## config.mk

```make
export PLATFORM = sky130hd
export DESIGN_NAME = mouse_pos_tracker
export DESIGN_NICKNAME = d
export VERILOG_FILES = /design/src/rtl/mouse_pos_tracker_pkg.sv /design/src/rtl/mouse_pos_tracker_clamp.sv /design/src/rtl/mouse_pos_tracker.sv
export SDC_FILE = /design/constraint.sdc
export NUM_CORES = 1
export LEC_CHECK = 0
export CELL_PAD_IN_SITES_DETAIL_PLACEMENT = 2
export CELL_PAD_IN_SITES_GLOBAL_PLACEMENT = 2
export CORE_MARGIN = 8
export CORE_UTILIZATION = 34
export DETAILED_ROUTE_END_ITERATION = 10
export PLACE_DENSITY = 0.76
export SYNTH_ARGS = -nofsm -noshare
export SYNTH_HDL_FRONTEND = slang
export SYNTH_SLANG_ARGS = --single-unit
```

## constraint.sdc

```tcl
create_clock -name clk_in -period 2.8 [get_ports clk_in]
set_input_delay 0.28 -clock clk_in [delete_from_list [all_inputs] [get_ports clk_in]]
set_output_delay 0.28 -clock clk_in [all_outputs]
set_load 0.005 [all_outputs]
```

## src/rtl/mouse_pos_tracker_pkg.sv

```systemverilog
// Shared definitions for the PS/2 mouse position tracker.
//   state_t    : packet assembly states
//   hdr_t      : the byte0 fields that survive past the capture cycle
//   bit indices: positions of the flags inside PS/2 byte0
//   XMAX_DEF / YMAX_DEF : default screen limits
package mouse_pos_tracker_pkg;

  typedef enum logic [1:0] {
    WAIT_B0 = 2'd0,
    WAIT_B1 = 2'd1,
    WAIT_B2 = 2'd2,
    UPDATE  = 2'd3
  } state_t;

  localparam int BTN_L   = 0;
  localparam int BTN_R   = 1;
  localparam int ALWAYS1 = 3;
  localparam int XSIGN   = 4;
  localparam int YSIGN   = 5;
  localparam int XOVF    = 6;
  localparam int YOVF    = 7;

  localparam int XMAX_DEF = 799;
  localparam int YMAX_DEF = 599;

  typedef struct packed {
    logic yovf;
    logic xovf;
    logic ysign;
    logic xsign;
    logic btn_r;
    logic btn_l;
  } hdr_t;

  // Build the 14-bit signed delta from a sign bit and a low byte; an
  // overflowed axis contributes no motion.
  function automatic logic signed [13:0] make_delta(input logic sign,
                                                    input logic ovf,
                                                    input logic [7:0] low);
    if (ovf)
      return 14'sd0;
    return $signed({{5{sign}}, sign, low});
  endfunction

endpackage

```

## src/rtl/mouse_pos_tracker_clamp.sv

```systemverilog
// pos_clamp_acc: adds a signed 14-bit delta to an unsigned 12-bit position
// and saturates the result into 0..MAX.
//   pos    : current position (0..MAX)
//   delta  : signed step
//   result : clamped new position
module pos_clamp_acc #(
  parameter int MAX = 799
) (
  input  logic               [11:0] pos,
  input  logic signed        [13:0] delta,
  output logic               [11:0] result
);

  localparam logic signed [13:0] MAX_S = 14'(MAX);

  logic signed [13:0] sum;

  // 14 bits hold pos (<4096) plus any 9-bit delta without overflow.
  assign sum = $signed({2'b00, pos}) + delta;

  always_comb begin
    if (sum < 14'sd0)
      result = 12'd0;
    else if (sum > MAX_S)
      result = MAX_S[11:0];
    else
      result = sum[11:0];
  end

endmodule

```

## src/rtl/mouse_pos_tracker.sv

```systemverilog
// mouse_pos_tracker: assembles 3-byte PS/2 mouse packets and keeps a
// clamped absolute cursor position plus button state.
//   clk_in      : system clock
//   rst         : asynchronous active-high reset
//   rx_data     : received PS/2 byte
//   rx_valid    : one-cycle strobe qualifying rx_data
//   mouse_xpos  : absolute x, 0..XMAX
//   mouse_ypos  : absolute y, 0..YMAX, down is positive
//   mouse_left  : left button from last good packet
//   mouse_right : right button from last good packet
//   pkt_valid   : one-cycle pulse when outputs update
//   sync_err    : one-cycle pulse when a byte/partial packet is dropped
module mouse_pos_tracker
  import mouse_pos_tracker_pkg::*;
#(
  parameter int XMAX    = XMAX_DEF,
  parameter int YMAX    = YMAX_DEF,
  parameter int X_INIT  = 400,
  parameter int Y_INIT  = 300,
  parameter int TIMEOUT = 80000
) (
  input  logic        clk_in,
  input  logic        rst,
  input  logic [7:0]  rx_data,
  input  logic        rx_valid,
  output logic [11:0] mouse_xpos,
  output logic [11:0] mouse_ypos,
  output logic        mouse_left,
  output logic        mouse_right,
  output logic        pkt_valid,
  output logic        sync_err
);

  localparam int CW = $clog2(TIMEOUT + 1);

  state_t         state, state_next;
  hdr_t           hdr;
  logic [7:0]     byte1, byte2;
  logic [CW-1:0]  idle_cnt;
  logic           sync_pend;

  // Control strobes decoded from state and input.
  logic take_b0, take_b1, take_b2, drop_byte, timeout_hit, load_pos;

  logic signed [13:0] dx, dy, step_y;
  logic        [11:0] nx, ny;

  // Bit 2 of byte0 carries no information for this design.
  logic unused_bit2;
  assign unused_bit2 = rx_data[2];

  // State register.
  always_ff @(posedge clk_in or posedge rst) begin
    if (rst)
      state <= WAIT_B0;
    else
      state <= state_next;
  end

  // Next-state logic.
  always_comb begin
    state_next = state;
    case (state)
      WAIT_B0: if (take_b0) state_next = WAIT_B1;
      WAIT_B1: begin
        if (take_b1)          state_next = WAIT_B2;
        else if (timeout_hit) state_next = WAIT_B0;
      end
      WAIT_B2: begin
        if (take_b2)          state_next = UPDATE;
        else if (timeout_hit) state_next = WAIT_B0;
      end
      UPDATE:  state_next = take_b0 ? WAIT_B1 : WAIT_B0;
      default: state_next = WAIT_B0;
    endcase
  end

  // Output/strobe decode. UPDATE accepts a header byte exactly like
  // WAIT_B0 so back-to-back packets lose nothing.
  always_comb begin
    take_b0     = 1'b0;
    take_b1     = 1'b0;
    take_b2     = 1'b0;
    drop_byte   = 1'b0;
    timeout_hit = 1'b0;
    load_pos    = 1'b0;
    case (state)
      WAIT_B0, UPDATE: begin
        if (rx_valid) begin
          if (rx_data[ALWAYS1]) take_b0   = 1'b1;
          else                  drop_byte = 1'b1;
        end
        load_pos = (state == UPDATE);
      end
      WAIT_B1: begin
        if (rx_valid)                           take_b1     = 1'b1;
        else if (idle_cnt == CW'(TIMEOUT - 1))  timeout_hit = 1'b1;
      end
      WAIT_B2: begin
        if (rx_valid)                           take_b2     = 1'b1;
        else if (idle_cnt == CW'(TIMEOUT - 1))  timeout_hit = 1'b1;
      end
      default: ;
    endcase
  end

  // Packet capture and idle counter.
  always_ff @(posedge clk_in or posedge rst) begin
    if (rst) begin
      hdr      <= '0;
      byte1    <= '0;
      byte2    <= '0;
      idle_cnt <= '0;
    end else begin
      if (take_b0) begin
        hdr.btn_l <= rx_data[BTN_L];
        hdr.btn_r <= rx_data[BTN_R];
        hdr.xsign <= rx_data[XSIGN];
        hdr.ysign <= rx_data[YSIGN];
        hdr.xovf  <= rx_data[XOVF];
        hdr.yovf  <= rx_data[YOVF];
      end
      if (take_b1) byte1 <= rx_data;
      if (take_b2) byte2 <= rx_data;
      if ((state == WAIT_B1 || state == WAIT_B2) && !rx_valid && !timeout_hit)
        idle_cnt <= idle_cnt + 1'b1;
      else
        idle_cnt <= '0;
    end
  end

  assign dx     = make_delta(hdr.xsign, hdr.xovf, byte1);
  assign dy     = make_delta(hdr.ysign, hdr.yovf, byte2);
  assign step_y = -dy;  // PS/2 y is up-positive, screen y is down-positive

  pos_clamp_acc #(.MAX(XMAX)) u_clamp_x (
    .pos    (mouse_xpos),
    .delta  (dx),
    .result (nx)
  );

  pos_clamp_acc #(.MAX(YMAX)) u_clamp_y (
    .pos    (mouse_ypos),
    .delta  (step_y),
    .result (ny)
  );

  // Registered outputs. A bad byte seen during UPDATE would collide with
  // the pkt_valid pulse, so its sync_err is deferred by one cycle.
  always_ff @(posedge clk_in or posedge rst) begin
    if (rst) begin
      mouse_xpos  <= 12'(X_INIT);
      mouse_ypos  <= 12'(Y_INIT);
      mouse_left  <= 1'b0;
      mouse_right <= 1'b0;
      pkt_valid   <= 1'b0;
      sync_err    <= 1'b0;
      sync_pend   <= 1'b0;
    end else begin
      pkt_valid <= load_pos;
      sync_pend <= load_pos && drop_byte;
      sync_err  <= sync_pend || timeout_hit || (drop_byte && !load_pos);
      if (load_pos) begin
        mouse_xpos  <= nx;
        mouse_ypos  <= ny;
        mouse_left  <= hdr.btn_l;
        mouse_right <= hdr.btn_r;
      end
    end
  end

endmodule
```

==> metrics.cfg, run 1 <==
[sta]
skew_ps = 13.6
unrepaired_setup_endpoints_after_global_routing = yes
max_freq_ghz = 0.318
final.setup.tns_ps = -4370
timing.final.crit_period_ps = 3150
worstMarginPinSlew_ps = 798
final_critical_path_setup_slack_ps = -349
timing.final.crit_share_pct = 112
final-max-slew-violation-count = 0
finalHoldViolCount = 0
finalSetupViolCount = 20
slew_headroom_pct = 46.8

[worst_setup_path]
worst_path_maximum_fanout = 6
regToRegEndpoint = mouse_ypos[4]
timing.rr.start = hdr[5]
startpoint_type = flip-flop
cp_slowest_cell = dfrtp_2
worstSetupEndpoint = mouse_ypos[4]
worstRegToRegCells = 12
critical_setup_path_kind = flip-flop to flip-flop
worst_path_most_repeated_cell = buf_4
ff2ff_setup_slack_ps = -350
critical_path.max_stage_delay_ps = 480
crit_path_cell_trace = nand2b_4 -> ha_2 -> nand2_1 -> o21ai_0 -> nor3_1 -> a221oi_2 -> buf_4 -> xor2_2 -> buf_4 -> a211oi_2 -> buf_4 -> o21ai_1
worstSetupStartpoint = hdr[5]
critPathArrivalTime_ps = 3420
required_time_of_the_critical_path_ps = 3070
endpoint_kind = flip-flop

[synthesis]
synth-seq-area-share_pct = 38.3
postSynth.topFlopCell = dfrtp_1
synth-async-reset-ratio_pct = 100
synth_seq_cells = 70
synth_area_sq_um = 4600
synth_top_cell_by_area = dfrtp_1
dominant_cells_by_area_after_synthesis = dfrtp_1 34%, ha_1 9.0%, mux2_2 5.9%, nor2_1 4.2%, dfstp_2 4.0%
netlist_instances = 469
ys_warns = 0
mean_cell_area_of_the_mapped_netlist_sq_um = 9.81
syn-num-nets = 515
synth_cell_type_count = 75
synth_largest_type_area_fraction_pct = 34.3
synth_edf_count = 0

[final_layout]
final_common_cell = buf_4
syn2layout_area_growth_pct = 49.5
mostFrequentLayoutCells = 92 x buf_4, 61 x dfrtp_1, 49 x nor2_1
nFillCells = 1345
antenna_cells = 0
flip_flop_and_latch_area_sq_um = 1760
final_layout_size_suffix_gt1_share_pct = 41.8
nNetsFinal = 654
multi_input_area_sq_um = 3280

[global_route]
antenna_found_initial = 0
globalRoute.busiestLayer = met2
via_count_of_the_first_global_routing_pass = 5176
track_usage_pct = 22.1
grt_start_max_net_pins = 71
grt_util_met1_pct = 25.0
grt_overflow_total = 0
first_pass_grt_wire_length_microns = 30200
global_route.usage.met2_pct = 40.1
grt.met3_usage_pct = 3.93

[clocking]
clkLatencyLatePin_ps = 360
cts_hold_fix_bufs = 0
buffers_from_clock_root_to_sink_at_most = 2
cts.reportedPaths.clkPinSlew_ps = 70
tritoncts.num_buffers = 9
sink_count_of_the_clock_tree = 70
h-tree-depth = 3
clock_tree_from_tritoncts = done
clock_tree.root_cell = clkbuf_16

[routing]
detailroute.via_count = 4560
detail_route.vias_per_cell = 5.78
first_iter_violations = 287
firstDrtPassIters = 4
drt-total-wl_microns = 22900
antenna_violating_nets_post_route = 0
residual_drc_count = 0
routed_len_inst_microns = 29.0

[floorplanning]
std_cell_rows = 42
io_pins = 39
dieArea_sq_um = 17500
die_h_microns = 132
core_sq_um = 13200
initial_core_util_pct = 34.7
floorplan.die.width_microns = 132

[run_status]
violations = setup timing
run_status = complete, but fails checks

[placement]
io_buffer_count = 38
hpwl_microns = 11700
routabilityCongestion = 0.826

[flow_run]
max-cap-violations = 0

[min_path]
worstHoldPathType = input pin to async pin

-- final cells by class --
type / instances / share of cell area [%]
multi-input cells: 359 / 47.7
repair buffers: 141 / 17.5
well taps: 176 / 3.20
inverters: 27 / 1.51
clock buffers: 9 / 3.28
clock inverters: 7 / 1.15
flip-flops and latches: 70 / 25.6
-- synthesized netlist by cell type, types with 5 or more instances --
master and count:
inv_1 27, xor2_1 16, o211ai_1 8, ha_1 33, nand2_1 24, clkbuf_1 8, a21oi_1 17, nand2b_1 15
nor2b_1 14, nor4_1 5, nor2_1 51, mux2_2 24, o21ai_0 13, o21a_1 6, nor3_1 10, xnor2_1 14
nand4_1 6, dfstp_2 7, nand3_1 13, and3_1 5, dfrtp_1 63
-- repair_timing --
item | 4_1_cts | 5_1_grt
resized for setup | 62 | 69
setup buffers | 14 | 18
pin swaps | 32 | 43
endpoints found under the setup margin | 20 | 20
hold endpoints to repair | 0 | 0
-- sequential cells by signal, summed over array words and instances (netlist names), 2 cells and up --
signal      count
idle_cnt       17
mouse_xpos     12
mouse_ypos     12
byte1           8
byte2           8
hdr             6
state           2
-- how the worst min path moves through the flow --
stage,depth (start not counted),slack [ps],to
2_1_floorplan,1,350,sync_pend
3_3_place_gp,1,430,sync_err
3_5_place_dp,1,430,sync_err
4_1_cts,3,360,idle_cnt[3]
5_1_grt,3,360,byte2[0]
6_report,3,330,byte2[1]
-- per-stage QoR --
| stage | area [sq um] | hold WS, ps | instances | worst slack [ps] | utilization (%) |
|---|---|---|---|---|---|
| 2_1_floorplan | 4600 | 346 | 469 | 9.70 | - |
| 3_3_place_gp | 5690 | 425 | 742 | -77.3 | 43.0 |
| 3_5_place_dp | 5690 | 433 | 742 | -346 | 43.0 |
| 4_1_cts | 6400 | 357 | 771 | -156 | 48.3 |
| 5_1_grt | 6870 | 359 | 789 | -364 | 51.9 |
| 6_report | 6870 | 326 | 789 | -349 | 51.9 |
-- critical path: cells and delay by family (launching register included) --
| family | cells | cell delay (ps) |
|---|---|---|
| buffers and inverters | 3 | 540 |
| adder cells (fa/ha/maj) | 1 | 420 |
| AND/OR/NAND/NOR | 3 | 470 |
| AO/OA/AOI/OAI | 4 | 960 |
| flip-flops | 1 | 480 |
| XOR/XNOR | 1 | 180 |
-- layer usage --
layer,wire length [microns],share of wire (%)
met3,906,4.0
met4,1050,4.6
met2,11900,52
met5,0,0
met1,8960,39
-- kinds of logic after synthesis --
kind of cell / share of synthesized area (%)
XOR/XNOR: 5.71
AO/OA/AOI/OAI: 18.1
adder cells (fa/ha/maj): 9.85
AND/OR/NAND/NOR: 18.3
flip-flops: 38.3
buffers and inverters: 3.48
multiplexers: 6.31
Power of run 1 is not shown: default switching activity piles up to over one toggle a cycle in this logic, so the estimate is an artifact.
==> run 2: changes to the inputs <==
CAP_MARGIN = 20   (was unset)
CORE_ASPECT_RATIO = 1.4   (was unset)
==> metrics.cfg, run 2 (synthesized netlist as in run 1, its figures left out) <==
[final_layout]
flip_flop_and_latch_area_sq_um = 1760
largest_reg_flops = 17
syn2layout_area_growth_pct = 49.1
nNetsFinal = 641
mostFrequentLayoutCells = 79 x buf_4, 61 x dfrtp_1, 48 x nor2_1
max_flop_register = idle_cnt
final_common_cell = buf_4
multi_input_area_sq_um = 3390
final_layout_size_suffix_gt1_share_pct = 41.7
top_regs = idle_cnt (17), mouse_xpos (12), mouse_ypos (12)
antenna_cells = 0
nFillCells = 1325

[routing]
residual_drc_count = 0
detailroute.via_count = 4520
detail_route.vias_per_cell = 5.78
antenna_violating_nets_post_route = 0
routed_len_inst_microns = 27.3
drt-total-wl_microns = 21400
firstDrtPassIters = 4
first_iter_violations = 165

[placement]
routabilityCongestion = 0.871
hpwl_microns = 12200
io_buffer_count = 38
pre_cts_slack_ps = -346

[sta]
unrepaired_setup_endpoints_after_global_routing = yes
timing.final.crit_share_pct = 109
slew_headroom_pct = 56.7
final_critical_path_setup_slack_ps = -260
timing.final.crit_period_ps = 3060
finalHoldViolCount = 0
final-max-slew-violation-count = 0
finalSetupViolCount = 20
skew_ps = 8.42
max_freq_ghz = 0.327
worstMarginPinSlew_ps = 650

[floorplanning]
core_sq_um = 13300
die_h_microns = 154
std_cell_rows = 50
dieArea_sq_um = 17600
floorplan.die.width_microns = 114
initial_core_util_pct = 34.5
io_pins = 39

[clocking]
clkLatencyLatePin_ps = 340
cts_hold_fix_bufs = 0
sink_count_of_the_clock_tree = 70
buffers_from_clock_root_to_sink_at_most = 2
clock_tree.root_cell = clkbuf_16
cts.reportedPaths.clkPinSlew_ps = 60
tritoncts.num_buffers = 9
clock_tree_from_tritoncts = done
h-tree-depth = 3

[min_path]
worstHoldPathType = input pin to async pin

[worst_setup_path]
critPathArrivalTime_ps = 3280
required_time_of_the_critical_path_ps = 3020
critical_setup_path_kind = flip-flop to flip-flop
worst_path_maximum_fanout = 7
endpoint_kind = flip-flop
startpoint_type = flip-flop

[run_status]
violations = setup timing
run_status = complete, but fails checks

[global_route]
first_pass_grt_wire_length_microns = 30400
via_count_of_the_first_global_routing_pass = 5190
track_usage_pct = 22.9
grt_start_max_net_pins = 40
antenna_found_initial = 0
grt_overflow_total = 0

[flow_run]
max-cap-violations = 0

-- run 2: cell types whose count changed in the layout (fill, tap and decap cells not counted), sizes merged --
cell / delta
buf: -13
inv: -3
bufinv: -1
clkbuf: +3
clkinv: +2
clkinvlp: -1
-- run 2: stage by stage --
| step | hold WS (ps) | setup TNS [ps] | area (sq um) | util [%] | instances |
|---|---|---|---|---|---|
| global placement | 453 | -839 | 5610 | 42.1 | 738 |
| global route | 210 | -4750 | 6860 | 51.5 | 782 |
| finish | 189 | -3690 | 6860 | 51.5 | 782 |
| CTS | 180 | -96.6 | 6420 | 48.2 | 770 |
| detailed placement | 448 | -3470 | 5610 | 42.1 | 738 |
| floorplan | 346 | 0 | 4600 | - | 469 |
-- run 2: worst max-delay path, stage by stage (launching register included) --
cell      delay [ps]
dfrtp_2          470
nand2b_4         190
ha_4             280
and2_4           170
buf_6            100
o211ai_1         210
buf_4            230
a21oi_4          140
or3_4            150
nand4_1          180
buf_4            210
buf_6            120
a211oi_4         220
buf_6            180
o21ai_1           80
-- run 2: per-layer routing --
layer	global-route usage, %	wire (microns)
met5	0	0
met4	15.7	1180
met3	2.90	581
met2	44.1	12000
met1	21.7	7600
-- run 2: repair_timing --
action | 4_1_cts | 5_1_grt
buffers inserted | 17 | 12
endpoints found under the hold margin | 0 | 0
gates cloned | 0 | 0
pin swaps | 27 | 29
resized for setup | 80 | 67
endpoints found under the setup margin | 19 | 20
-- run 2: path summary, 6_finish.rpt --
kind                           start       endpoint  slack (ps)  cells after the start
max reg2reg                   hdr[5]  mouse_ypos[4]        -260                     14
max                           hdr[5]  mouse_ypos[4]        -260                     14
min reg2reg                sync_pend       sync_err         480                      1
min                              rst  mouse_ypos[0]         190                      2
min in group clk_in        sync_pend       sync_err         480                      1
max in group asynchronous        rst         hdr[4]        1730                      3
-- run 2: layout make-up --
cell class                 count  share of cell area, %
multi-input combinational    359                   49.5
sequential                    70                   25.7
timing repair buffer         128                   16.1
clock buffer                  12                   3.59
tap                          182                   3.32
inverter                      27                   1.48
clock inverter                 4                  0.365
Power of run 2 is left out for the same reason.
==> run 3: changes to the inputs <==
CTS_CLUSTER_DIAMETER = 120   (was unset)
==> results of run 3 <==
Same layout as run 2: the final DEF is identical, and so are final timing and power.
Power of run 3 is left out for the same reason.
